## src/rtl/seg7_pkg.sv

```systemverilog
// -----------------------------------------------------------------------------
// seg7_pkg
// Shared definitions for the 7-segment scan driver:
//   SEG_OFF    - all segments dark (active-low pattern gfedcba)
//   SEG_TABLE  - hex glyphs 0..F, active-low, bit 6 = g ... bit 0 = a
//   scan_state_t - slot phase: blanking gap or digit display
// -----------------------------------------------------------------------------
package seg7_pkg;

    localparam logic [6:0] SEG_OFF = 7'b1111111;

    localparam logic [6:0] SEG_TABLE [16] = '{
        7'b1000000,  // 0
        7'b1111001,  // 1
        7'b0100100,  // 2
        7'b0110000,  // 3
        7'b0011001,  // 4
        7'b0010010,  // 5
        7'b0000010,  // 6
        7'b1111000,  // 7
        7'b0000000,  // 8
        7'b0010000,  // 9
        7'b0001000,  // A
        7'b0000011,  // b
        7'b1000110,  // C
        7'b0100001,  // d
        7'b0000110,  // E
        7'b0001110   // F
    };

    typedef enum logic {
        ST_GAP  = 1'b0,
        ST_SHOW = 1'b1
    } scan_state_t;

endpackage

```

## src/rtl/seg7_hex_decode.sv

```systemverilog
// -----------------------------------------------------------------------------
// seg7_hex_decode
// Purely combinational hex-to-7-segment decoder.
// Ports:
//   i_nibble [3:0] - hex value to display
//   o_seg_n  [6:0] - segments g..a, active-low
// -----------------------------------------------------------------------------
module seg7_hex_decode
    import seg7_pkg::*;
(
    input  logic [3:0] i_nibble,
    output logic [6:0] o_seg_n
);

    assign o_seg_n = SEG_TABLE[i_nibble];

endmodule

```

## src/rtl/seg7_scan_driver.sv

```systemverilog
// -----------------------------------------------------------------------------
// seg7_scan_driver
// Time-multiplexed driver for a 4-digit common-anode 7-segment display.
// Each digit owns a slot of SCAN_DIV cycles; the first GAP_CYC cycles of a
// slot are blanked to suppress ghosting. New values are staged in a pending
// register and only promoted to the displayed (shadow) copy at a frame
// boundary, so a frame never shows a mix of old and new digits.
// Ports:
//   clk        - system clock, rising edge
//   rst        - synchronous active-high reset
//   data[15:0] - four hex nibbles, [3:0] = digit 0 (rightmost)
//   dp[3:0]    - decimal-point request per digit, active-high
//   lzb        - leading-zero blanking enable
//   load       - one-cycle strobe capturing data/dp/lzb
//   seg_n[6:0] - segments g..a, active-low (registered)
//   dp_n       - decimal point, active-low (registered)
//   an_n[3:0]  - digit anodes, active-low (registered)
//   frame_done - one-cycle pulse following each frame boundary (registered)
// -----------------------------------------------------------------------------
module seg7_scan_driver
    import seg7_pkg::*;
#(
    parameter int SCAN_DIV = 8000,
    parameter int GAP_CYC  = 16
) (
    input  logic        clk,
    input  logic        rst,
    input  logic [15:0] data,
    input  logic [3:0]  dp,
    input  logic        lzb,
    input  logic        load,
    output logic [6:0]  seg_n,
    output logic        dp_n,
    output logic [3:0]  an_n,
    output logic        frame_done
);

    localparam int CNT_W = $clog2(SCAN_DIV);

    scan_state_t      r_state;
    scan_state_t      w_next_state;
    logic [CNT_W-1:0] r_cnt;
    logic [1:0]       r_digit;

    logic [15:0]      r_pend_data;
    logic [3:0]       r_pend_dp;
    logic             r_pend_lzb;
    logic             r_pend_flag;
    logic [15:0]      r_shad_data;
    logic [3:0]       r_shad_dp;
    logic             r_shad_lzb;

    logic [6:0]       r_seg_n;
    logic             r_dp_n;
    logic [3:0]       r_an_n;
    logic             r_frame_done;

    logic             w_slot_end;
    logic             w_gap_end;
    logic             w_frame_end;
    logic [3:0]       w_nibble;
    logic [6:0]       w_glyph;
    logic [3:0]       w_lead_zero;
    logic             w_blank;
    logic [6:0]       w_seg_n_nx;
    logic             w_dp_n_nx;
    logic [3:0]       w_an_n_nx;

    assign w_slot_end  = (r_cnt == CNT_W'(SCAN_DIV - 1));
    assign w_gap_end   = (r_cnt == CNT_W'(GAP_CYC - 1));
    assign w_frame_end = w_slot_end && (r_digit == 2'd3);

    // Nibble of the digit currently being scanned, taken from the shadow copy.
    always_comb begin
        w_nibble = r_shad_data[3:0];
        case (r_digit)
            2'd0: w_nibble = r_shad_data[3:0];
            2'd1: w_nibble = r_shad_data[7:4];
            2'd2: w_nibble = r_shad_data[11:8];
            2'd3: w_nibble = r_shad_data[15:12];
            default: w_nibble = r_shad_data[3:0];
        endcase
    end

    seg7_hex_decode u_decode (
        .i_nibble (w_nibble),
        .o_seg_n  (w_glyph)
    );

    // w_lead_zero[k] is set when digits 3..k are all zero. Bit 0 is tied low
    // so the rightmost digit always shows, even for a value of zero.
    assign w_lead_zero[3] = (r_shad_data[15:12] == 4'h0);
    assign w_lead_zero[2] = w_lead_zero[3] && (r_shad_data[11:8] == 4'h0);
    assign w_lead_zero[1] = w_lead_zero[2] && (r_shad_data[7:4] == 4'h0);
    assign w_lead_zero[0] = 1'b0;
    assign w_blank        = r_shad_lzb && w_lead_zero[r_digit];

    // NOTE: every always_comb output gets a default on entry, so no path
    // through the block can leave a value held and infer a latch.
    always_comb begin
        w_next_state = r_state;
        w_an_n_nx    = 4'b1111;
        w_seg_n_nx   = SEG_OFF;
        w_dp_n_nx    = 1'b1;
        case (r_state)
            ST_GAP: begin
                if (w_gap_end) begin
                    w_next_state = ST_SHOW;
                end
            end
            ST_SHOW: begin
                if (w_slot_end) begin
                    w_next_state = ST_GAP;
                end
                if (!w_blank) begin
                    w_an_n_nx  = ~(4'b0001 << r_digit);
                    w_seg_n_nx = w_glyph;
                    w_dp_n_nx  = ~r_shad_dp[r_digit];
                end
            end
            default: w_next_state = ST_GAP;
        endcase
    end

    // NOTE: sequential state uses non-blocking assignments so every register
    // samples pre-edge values regardless of statement order.
    always_ff @(posedge clk) begin
        if (rst) begin
            r_state      <= ST_GAP;
            r_cnt        <= '0;
            r_digit      <= 2'd0;
            r_an_n       <= 4'b1111;
            r_seg_n      <= SEG_OFF;
            r_dp_n       <= 1'b1;
            r_frame_done <= 1'b0;
        end else begin
            r_state      <= w_next_state;
            r_cnt        <= w_slot_end ? '0 : r_cnt + 1'b1;
            if (w_slot_end) begin
                r_digit <= r_digit + 2'd1;
            end
            r_an_n       <= w_an_n_nx;
            r_seg_n      <= w_seg_n_nx;
            r_dp_n       <= w_dp_n_nx;
            r_frame_done <= w_frame_end;
        end
    end

    // Double buffering: loads land in pending; the shadow copy moves only at
    // a frame boundary. A load on the boundary cycle bypasses pending.
    always_ff @(posedge clk) begin
        if (rst) begin
            r_pend_data <= 16'h0000;
            r_pend_dp   <= 4'h0;
            r_pend_lzb  <= 1'b0;
            r_pend_flag <= 1'b0;
            r_shad_data <= 16'h0000;
            r_shad_dp   <= 4'h0;
            r_shad_lzb  <= 1'b0;
        end else if (w_frame_end) begin
            if (load) begin
                r_shad_data <= data;
                r_shad_dp   <= dp;
                r_shad_lzb  <= lzb;
            end else if (r_pend_flag) begin
                r_shad_data <= r_pend_data;
                r_shad_dp   <= r_pend_dp;
                r_shad_lzb  <= r_pend_lzb;
            end
            r_pend_flag <= 1'b0;
        end else if (load) begin
            r_pend_data <= data;
            r_pend_dp   <= dp;
            r_pend_lzb  <= lzb;
            r_pend_flag <= 1'b1;
        end
    end

    assign an_n       = r_an_n;
    assign seg_n      = r_seg_n;
    assign dp_n       = r_dp_n;
    assign frame_done = r_frame_done;

endmodule

```

## config.mk

```make
export PLATFORM = sky130hd
export DESIGN_NAME = seg7_scan_driver
export DESIGN_NICKNAME = d
export VERILOG_FILES = /design/src/rtl/seg7_pkg.sv /design/src/rtl/seg7_hex_decode.sv /design/src/rtl/seg7_scan_driver.sv
export SDC_FILE = /design/constraint.sdc
export NUM_CORES = 1
export LEC_CHECK = 0
export CORE_MARGIN = 4
export CORE_UTILIZATION = 56
export CTS_CLUSTER_DIAMETER = 200
export DETAILED_ROUTE_END_ITERATION = 8
export GPL_TIMING_DRIVEN = 0
export PLACE_DENSITY_LB_ADDON = 0.1
export SYNTH_ARGS = -nofsm -noshare
export SYNTH_HDL_FRONTEND = slang
export SYNTH_HIERARCHICAL = 1
export SYNTH_SLANG_ARGS = --single-unit
```

## constraint.sdc

```tcl
create_clock -name clk -period 3 [get_ports clk]
set_clock_uncertainty 0.1 [all_clocks]
set_input_delay 0.6 -clock clk [delete_from_list [all_inputs] [get_ports clk]]
set_output_delay 0.6 -clock clk [all_outputs]
set_load 0.03 [all_outputs]
```

==> impl_results.md, run 1 <==
* DPL Wire Length at around 5100 microns
* Reg2reg start: r_digit[0]
* Crit path time final at between 2 and 3 ns
* Total negative slack at 0 ns
* Crit Path Max Fanout at 6
* Via density at between 5 and 6
* Initial Util at between 50% and 60%
* Yosys warning total at 6
* Slowest stage delay, CP at around 0.42 ns
* Critical path startpoint: r_digit[0]
* P per Cell Area at 479 nW/um^2
* Slowest-stage cell, CP: mux2i_1
* Floorplan row count at 27
* Design area at 3960 sq um
* Critical Path Sink: seg_n[3]
* Placed cell areas at 3760 sq um
* Mapped cell area at about 3300 sq um
* Hold Path Class: flip-flop to flip-flop
* Largest net degree at the start of global routing at 14
* Remaining Overflow, GRT at 0
* Dpl ws at approximately 0.37 ns
* Cell count after synthesis at 380
* Hold buffers post-CTS at 0
* Pins Over Slew Limit at 0
* Clk_lat worst skew at roughly 0.36 ns
* First-pass GRT wire length at 11800 microns
* Slew margin rel. at 67.1%
* Overall routing resource usage at 20.2%
* Worst VDD drop at roughly 0.36 mV
* Measured slew at the worst slew-check pin at just under 0.5 ns
* Commonest cells post-synth: 72 x dfxtp_1, 57 x nand2_1, 44 x a21oi_1
* Port bufs at 34
* Worst r2r path cells at 10
* Synth area leader: dfxtp_1
* CP delay by family, top: buffers and inverters
* Register-to-register setup slack at about 0.33 ns
* Syn Nets at 417
* Fin. Hold Viols at 0
* Via count at ~2800
* Sequential-to-total area share from yosys stat at 43.3%
* CTS tree: built
* Synth Flop Type: dfxtp_1
* Share of cells above drive strength 1 at 7.91%
* Post-route ant nets at 0
* Wire per inst at between 10 and 15 microns
* Post-synth ARST share at 0%
* Unrepaired setup endpoints after global routing: false
* Syn-to-layout area delta at 19.1%
* Die width at 85.1 microns
* WP data required at roughly 3.1 ns
* Top post-synthesis cells by area: dfxtp_1 43%, mux2i_1 8.4%, a21oi_1 6.6%
* Gpl congestion at between 0.8 and 0.9
* Share of the synthesized area in the top cell type at a little over two fifths
* Leak Pwr at about 1.5 nW
* Core area at between 5000 and 6000 sq um
* Utilization after layout at 70.2%
* H-Tree Level Count at 3
* Number of synthesized flops with an enable pin at 0
* Root buffer cell: clkbuf_8
* Critical path arrival at ~2.8 ns
* Top-count cell post-synth: dfxtp_1
* Max Freq at 0.374 GHz
* Number of global-route vias before repair at 2557
* Crit end category: flip-flop
* Setup WS post-layout at 0.326 ns
* Initial DRC Count at ~140
* Critical path type: flip-flop to flip-flop
* Post-route clock period utilization at about nine tenths
* Worst setup SP type: flip-flop
* Die span in y at roughly 85 microns
* CTS resizes at 0
* Ant. Diodes at 0
* Post-CTS setup repair buffer count at 0
* DRT Pass-1 Iters at 5
* Yosys reg bits at roughly 70
* Drt drc at 0
* Syn Area/Cell at slightly below 9 sq um
* Die area at 7240 sq um
* Status: completed
* Yosys cell types at 46
* # IOs at 37
* Initial antenna violation count at 0
* Total wire length at 7020 microns
* Buffer and inverter count on the worst path at 3
* R2r endpoint: seg_n[3]
* Clock transition at the registers of the reported paths at 0.08 ns
* TritonCTS buffer count at 9
* Layout fillers at 488
* CTS max path bufs at 2
* Crit-path cells: inv_1 > ha_1 > buf_1 > mux2i_1 > inv_1 > ha_1 > or2_2 > a21oi_1 > a31oi_1 > nand2b_1
* Layout Nets at between 400 and 500
* Maxcap violations at 0
* Worst path depth at 10
* # setup viols final at 0
* Num Clock Sinks at between 70 and 80
## worst min-delay path: stages, from the launching register on
cell	delay, ns
dfxtp_1	0.31
nand2_1	0.05
a21oi_1	0.05
## metal layers
layer | part of all wire, % | vias to the layer above | wire (microns) | GRT usage [%]
met2 | 47 | 60 | 3270 | 33.8
met4 | 1.4 | 0 | 100 | 6.47
li1 | - | 1417 | - | -
met5 | 0 | - | 0 | 0
met1 | 46 | 1261 | 3250 | 24.9
met3 | 5.7 | 12 | 397 | 5.92
## report_power, final
part | switching, mW | internal (mW)
Combinational | 0.0699 | 0.0584
Sequential | 0.0100 | 0.975
Clock | 0.374 | 0.409
Total | 0.454 | 1.44
## stage by stage
stage	std cells	power [mW]	hold WS (ns)
after floorplan	380	1.08	0.313
after global placement	486	1.13	0.330
after detailed placement	486	1.14	0.345
after CTS	502	1.91	0.357
after global routing	502	1.96	0.371
final	502	1.90	0.356
## worst min path at each step
stage / startpoint / end / depth (start not counted)
finish: r_pend_data[8] / r_pend_data[8] / 2
global placement: r_cnt[0] / r_cnt[0] / 1
CTS: r_pend_data[1] / r_pend_data[1] / 2
floorplan: r_cnt[0] / r_cnt[0] / 1
global route: r_pend_data[11] / r_pend_data[11] / 2
detailed placement: r_cnt[0] / r_cnt[0] / 1
## registers in the layout (all words and copies together) (netlist names)
register,flops
r_pend_data,16
r_shad_data,16
r_cnt,13
seg_n,7
an_n,4
r_pend_dp,4
r_shad_dp,4
r_digit,2
dp_n,1
frame_done,1
r_pend_flag,1
r_pend_lzb,1
r_shad_lzb,1
r_state,1
## cells by family (layout without fill, tap and decap cells)
logic type,Yosys count,in the layout,share of synthesized area (%)
compound gates,87,87,14.8
mux,30,30,9.44
flops,72,72,43.3
fa+ha+maj,13,13,4.89
simple gates,130,130,19.7
buf+inv,38,88,5.19
xor+xnor,10,10,2.63
## placed cells by master (no fill, tap or decap), types with 3 or more instances in the layout
cell and instances:
o21ai_0 24, ha_1 13, clkbuf_1 14, dfxtp_1 72, clkdlybuf4s50_1 34, nand2_1 57, nor2_1 17, xor2_1 8
nand4_1 6, mux2i_1 28, nand3_1 4, nor4_1 3, or3_1 21, nand2b_1 9, clkbuf_8 10, a21oi_1 44
inv_1 11, a222oi_1 4, buf_2 7
## final cells by class
type	instances	area, sq um	share of cell area (%)
Inverter	11	41.3	1.04
Clock inverter	6	66.3	1.67
Clock buffer	10	138	3.47
Multi-Input combinational cell	270	1710	43.2
Timing Repair Buffer	34	340	8.59
Buffer	27	131	3.32
Tap cell	72	90.1	2.27
Sequential cell	72	1440	36.4
(Power assumes the default switching activity.)
==> run 2: changes to the inputs <==
--- a/config.mk
+++ b/config.mk
@@ -5,8 +5,9 @@
 export SDC_FILE = /design/constraint.sdc
 export NUM_CORES = 1
 export LEC_CHECK = 0
+export ABC_AREA = 1
 export CORE_MARGIN = 4
-export CORE_UTILIZATION = 56
+export CORE_UTILIZATION = 57
 export CTS_CLUSTER_DIAMETER = 200
 export DETAILED_ROUTE_END_ITERATION = 8
 export GPL_TIMING_DRIVEN = 0
==> impl_results.md, run 2 <==
* Worst r2r path cells at 13 (was 10)
* Post-route ant nets at 0 (unchanged)
* Layout Nets at 599 (was 462)
* Post-Layout Cell Count at 643 (was 502)
* Initial DRC Count at 122 (was 138)
* TritonCTS buffer count at 9 (unchanged)
* Syn-to-layout area delta at 17.8% (was 19.1%)
* H-Tree Level Count at 3 (unchanged)
* Fin. Hold Viols at 0 (unchanged)
* Setup WS post-layout at 0.335 ns (was 0.326 ns)
* Critical Path Sink: seg_n[3] (unchanged)
* Commonest cells after routing, fill and taps aside: 111 x nand2_1, 74 x nor2_1, 72 x dfxtp_1, 68 x inv_1, 43 x nand3_1 (was 72 x dfxtp_1, 57 x nand2_1, 44 x a21oi_1, 34 x clkdlybuf4s50_1, 28 x mux2i_1)
* Commonest non-fill, non-tap cell in the layout: nand2_1 (was dfxtp_1)
* Reg2reg start: r_digit[0] (unchanged)
* P per Cell Area at 451 nW/um^2 (was 479 nW/um^2)
* Die span in y at 88.5 microns (was 85.1 microns)
* Slew margin rel. at 66.0% (was 67.1%)
* Number of synthesized flops with an enable pin at 0 (unchanged)
* Maxcap violations at 0 (unchanged)
* Drt drc at 0 (unchanged)
* Via count at 3223 (was 2750)
* Unrepaired setup endpoints after global routing: false (unchanged)
* Total power at 1.96 mW (was 1.90 mW)
* DRT Pass-1 Iters at 4 (was 5)
* Clk_lat worst skew at 0.35 ns (was 0.36 ns)
* Placed insts at 628 (was 486)
* Design area at 4350 sq um (was 3960 sq um)
* Crit end category: flip-flop (unchanged)
* Ant. Diodes at 0 (unchanged)
* Port bufs at 35 (was 34)
* Synth area leader: dfxtp_1 (unchanged)
* Register-to-register setup slack at 0.33 ns (about the same)
* Yosys cell types at 30 (was 46)
* Yosys reg bits at 72 (unchanged)
* Hold Slack at 0.350 ns (was 0.356 ns)
* Dpl ws at 0.152 ns (was 0.371 ns)
* Share of cells above drive strength 1 at 11.1% (was 7.91%)
* Placed cell areas at 4140 sq um (was 3760 sq um)
* Syn Area/Cell at 7.16 sq um (was 8.76 sq um)
* # IOs at 37 (unchanged)
* Post-route clock period utilization at 88.8% (was 89.1%)
* Worst setup SP type: flip-flop (unchanged)
* Top-count cell post-synth: nand2_1 (was dfxtp_1)
* Largest net degree at the start of global routing at 13 (was 14)
* Critical path arrival at 2.79 ns (was 2.80 ns)
* Die area at 7830 sq um (was 7240 sq um)
* Layout fillers at 562 (was 488)
* Sequential-to-total area share from yosys stat at 39.0% (was 43.3%)
* Top post-synthesis cells by area: dfxtp_1 39%, nand2_1 11%, nor2_1 7.5% (was dfxtp_1 43%, mux2i_1 8.4%, a21oi_1 6.6%)
* Critical path type: flip-flop to flip-flop (unchanged)
* Mapped cell area at 3690 sq um (was 3330 sq um)
* Initial Util at 58.5% (was 59.0%)
* Crit path time final at 2.67 ns (about the same)
* Hold Path Class: flip-flop to flip-flop (unchanged)
* DPL Wire Length at 5670 microns (was 5140 microns)
* Post-synth ARST share at 0% (unchanged)
* Pins Over Slew Limit at 0 (unchanged)
* Max Freq at 0.375 GHz (was 0.374 GHz)
* Measured slew at the worst slew-check pin at 0.511 ns (was 0.480 ns)
* Num Clock Sinks at 72 (unchanged)
* Critical path startpoint: r_digit[0] (unchanged)
* Post-CTS setup repair buffer count at 0 (unchanged)
* Worst VDD drop at 0.292 mV (was 0.360 mV)
* Total negative slack at 0 ns (unchanged)
* WHS Path Cells at 1 (was 2)
* CTS max path bufs at 2 (unchanged)
* Leak Pwr at 2.02 nW (was 1.52 nW)
* Core area at 6310 sq um (was 5640 sq um)
* R2r endpoint: seg_n[3] (unchanged)
* Clock transition at the registers of the reported paths at 0.08 ns (about the same)
* Utilization after layout at 68.9% (was 70.2%)
* Yosys warning total at 6 (unchanged)
* First-pass GRT wire length at 13700 microns (was 11800 microns)
* Hold buffers post-CTS at 0 (unchanged)
* # setup viols final at 0 (unchanged)
* Crit Path Max Fanout at 8 (was 6)
* Cell count after synthesis at 516 (was 380)
* Number of global-route vias before repair at 3042 (was 2557)
* Wire per inst at 12.1 microns (was 14.0 microns)
* Share of the synthesized area in the top cell type at 39.0% (was 43.3%)
* Gpl congestion at 0.839 (was 0.868)
* Root buffer cell: clkbuf_8 (unchanged)
* Via density at 5.01 (was 5.48)
* Commonest cells post-synth: 111 x nand2_1, 74 x nor2_1, 72 x dfxtp_1 (was 72 x dfxtp_1, 57 x nand2_1, 44 x a21oi_1)
* Overall routing resource usage at 22.3% (was 20.2%)
* Biggest regs: r_pend_data: 16 flops, r_shad_data: 16 flops, r_cnt: 13 flops (unchanged)
* Remaining Overflow, GRT at 0 (unchanged)
* Syn Nets at 553 (was 417)
* Die width at 88.5 microns (was 85.1 microns)
* CTS tree: built (unchanged)
* WP data required at 3.12 ns (was 3.13 ns)
* Initial antenna violation count at 0 (unchanged)
* Floorplan row count at 29 (was 27)
* Status: completed (unchanged)
* Total wire length at 7760 microns (was 7020 microns)
* Synth Flop Type: dfxtp_1 (unchanged)
[run 2: cell count changes after synthesis, sizes merged, moves of 7 or more]
| cell | before | now |
|---|---|---|
| mux2i | 28 | 0 |
| a21oi | 44 | 37 |
| nand2b | 9 | 0 |
| or3 | 21 | 0 |
| mux2 | 1 | 21 |
| inv | 11 | 70 |
| nand3b | 0 | 7 |
| o21ai | 26 | 16 |
| nand3 | 4 | 45 |
| clkbuf | 16 | 7 |
| nand2 | 57 | 112 |
| nor2 | 17 | 76 |
[run 2: cell families (layout without fill, tap and decap cells)]
group	after synthesis	in the layout	synth area share (%)
AND/OR/NAND/NOR	255	255	30.3
buffers and inverters	94	144	11.1
flip-flops	72	72	39.0
AO/OA/AOI/OAI	59	59	8.27
multiplexers	21	21	6.40
adder cells (fa/ha/maj)	13	13	4.41
XOR/XNOR	2	2	0.475
[run 2: layer usage]
metal | up-vias | track usage [%] | share of wire [%]
li1 | 1719 | - | -
met4 | 0 | 10.3 | 2.0
met5 | - | 0 | 0
met3 | 13 | 3.54 | 3.9
met1 | 1432 | 29.3 | 47
met2 | 59 | 36.0 | 47
[run 2: what timing repair did]
action	4_1_cts	5_1_grt
endpoints found under the hold margin	0	0
resized for setup	0	2
setup endpoints to repair	0	5
[run 2: layout make-up]
| type | count | area [sq um] | area share (%) |
|---|---|---|---|
| flip-flops and latches | 72 | 1440 | 33.2 |
| plain buffers | 24 | 146 | 3.37 |
| repair buffers | 35 | 350 | 8.06 |
| clock inverters | 6 | 85.1 | 1.96 |
| multi-input cells | 350 | 1840 | 42.4 |
| inverters | 70 | 263 | 6.04 |
| well taps | 77 | 96.3 | 2.22 |
| clock buffers | 9 | 124 | 2.85 |
[run 2: how the worst min path moves through the flow]
stage,endpoint,start
global placement,r_cnt[0],r_cnt[0]
CTS,r_cnt[0],r_cnt[0]
finish,r_cnt[0],r_cnt[0]
floorplan,r_cnt[0],r_cnt[0]
detailed placement,r_cnt[0],r_cnt[0]
global route,r_cnt[0],r_cnt[0]
[run 2: worst max-delay path, cell delays in order (launching register included)]
cell and delay, ns:
dfxtp_1 0.47, ha_1 0.38, inv_1 0.14, o22ai_1 0.19, a21oi_1 0.06, o21ai_1 0.33
inv_1 0.18, ha_1 0.34, inv_1 0.04, nand2_1 0.05, nand2_1 0.05, nand2_1 0.05
nand2_1 0.04, nand3b_1 0.13
[run 2: where the power goes]
group / switching [mW] / internal [mW]
Sequential: 0.0118 / 0.979
Combinational: 0.0721 / 0.0761
Clock: 0.360 / 0.460
==> run 3: changes to the inputs <==
--- a/config.mk
+++ b/config.mk
@@ -5,9 +5,8 @@
 export SDC_FILE = /design/constraint.sdc
 export NUM_CORES = 1
 export LEC_CHECK = 0
-export ABC_AREA = 1
 export CORE_MARGIN = 4
-export CORE_UTILIZATION = 57
+export CORE_UTILIZATION = 56
 export CTS_CLUSTER_DIAMETER = 200
 export DETAILED_ROUTE_END_ITERATION = 8
 export GPL_TIMING_DRIVEN = 0
==> results of run 3 <==
Final layout, timing and power as in run 1 (identical DEF).
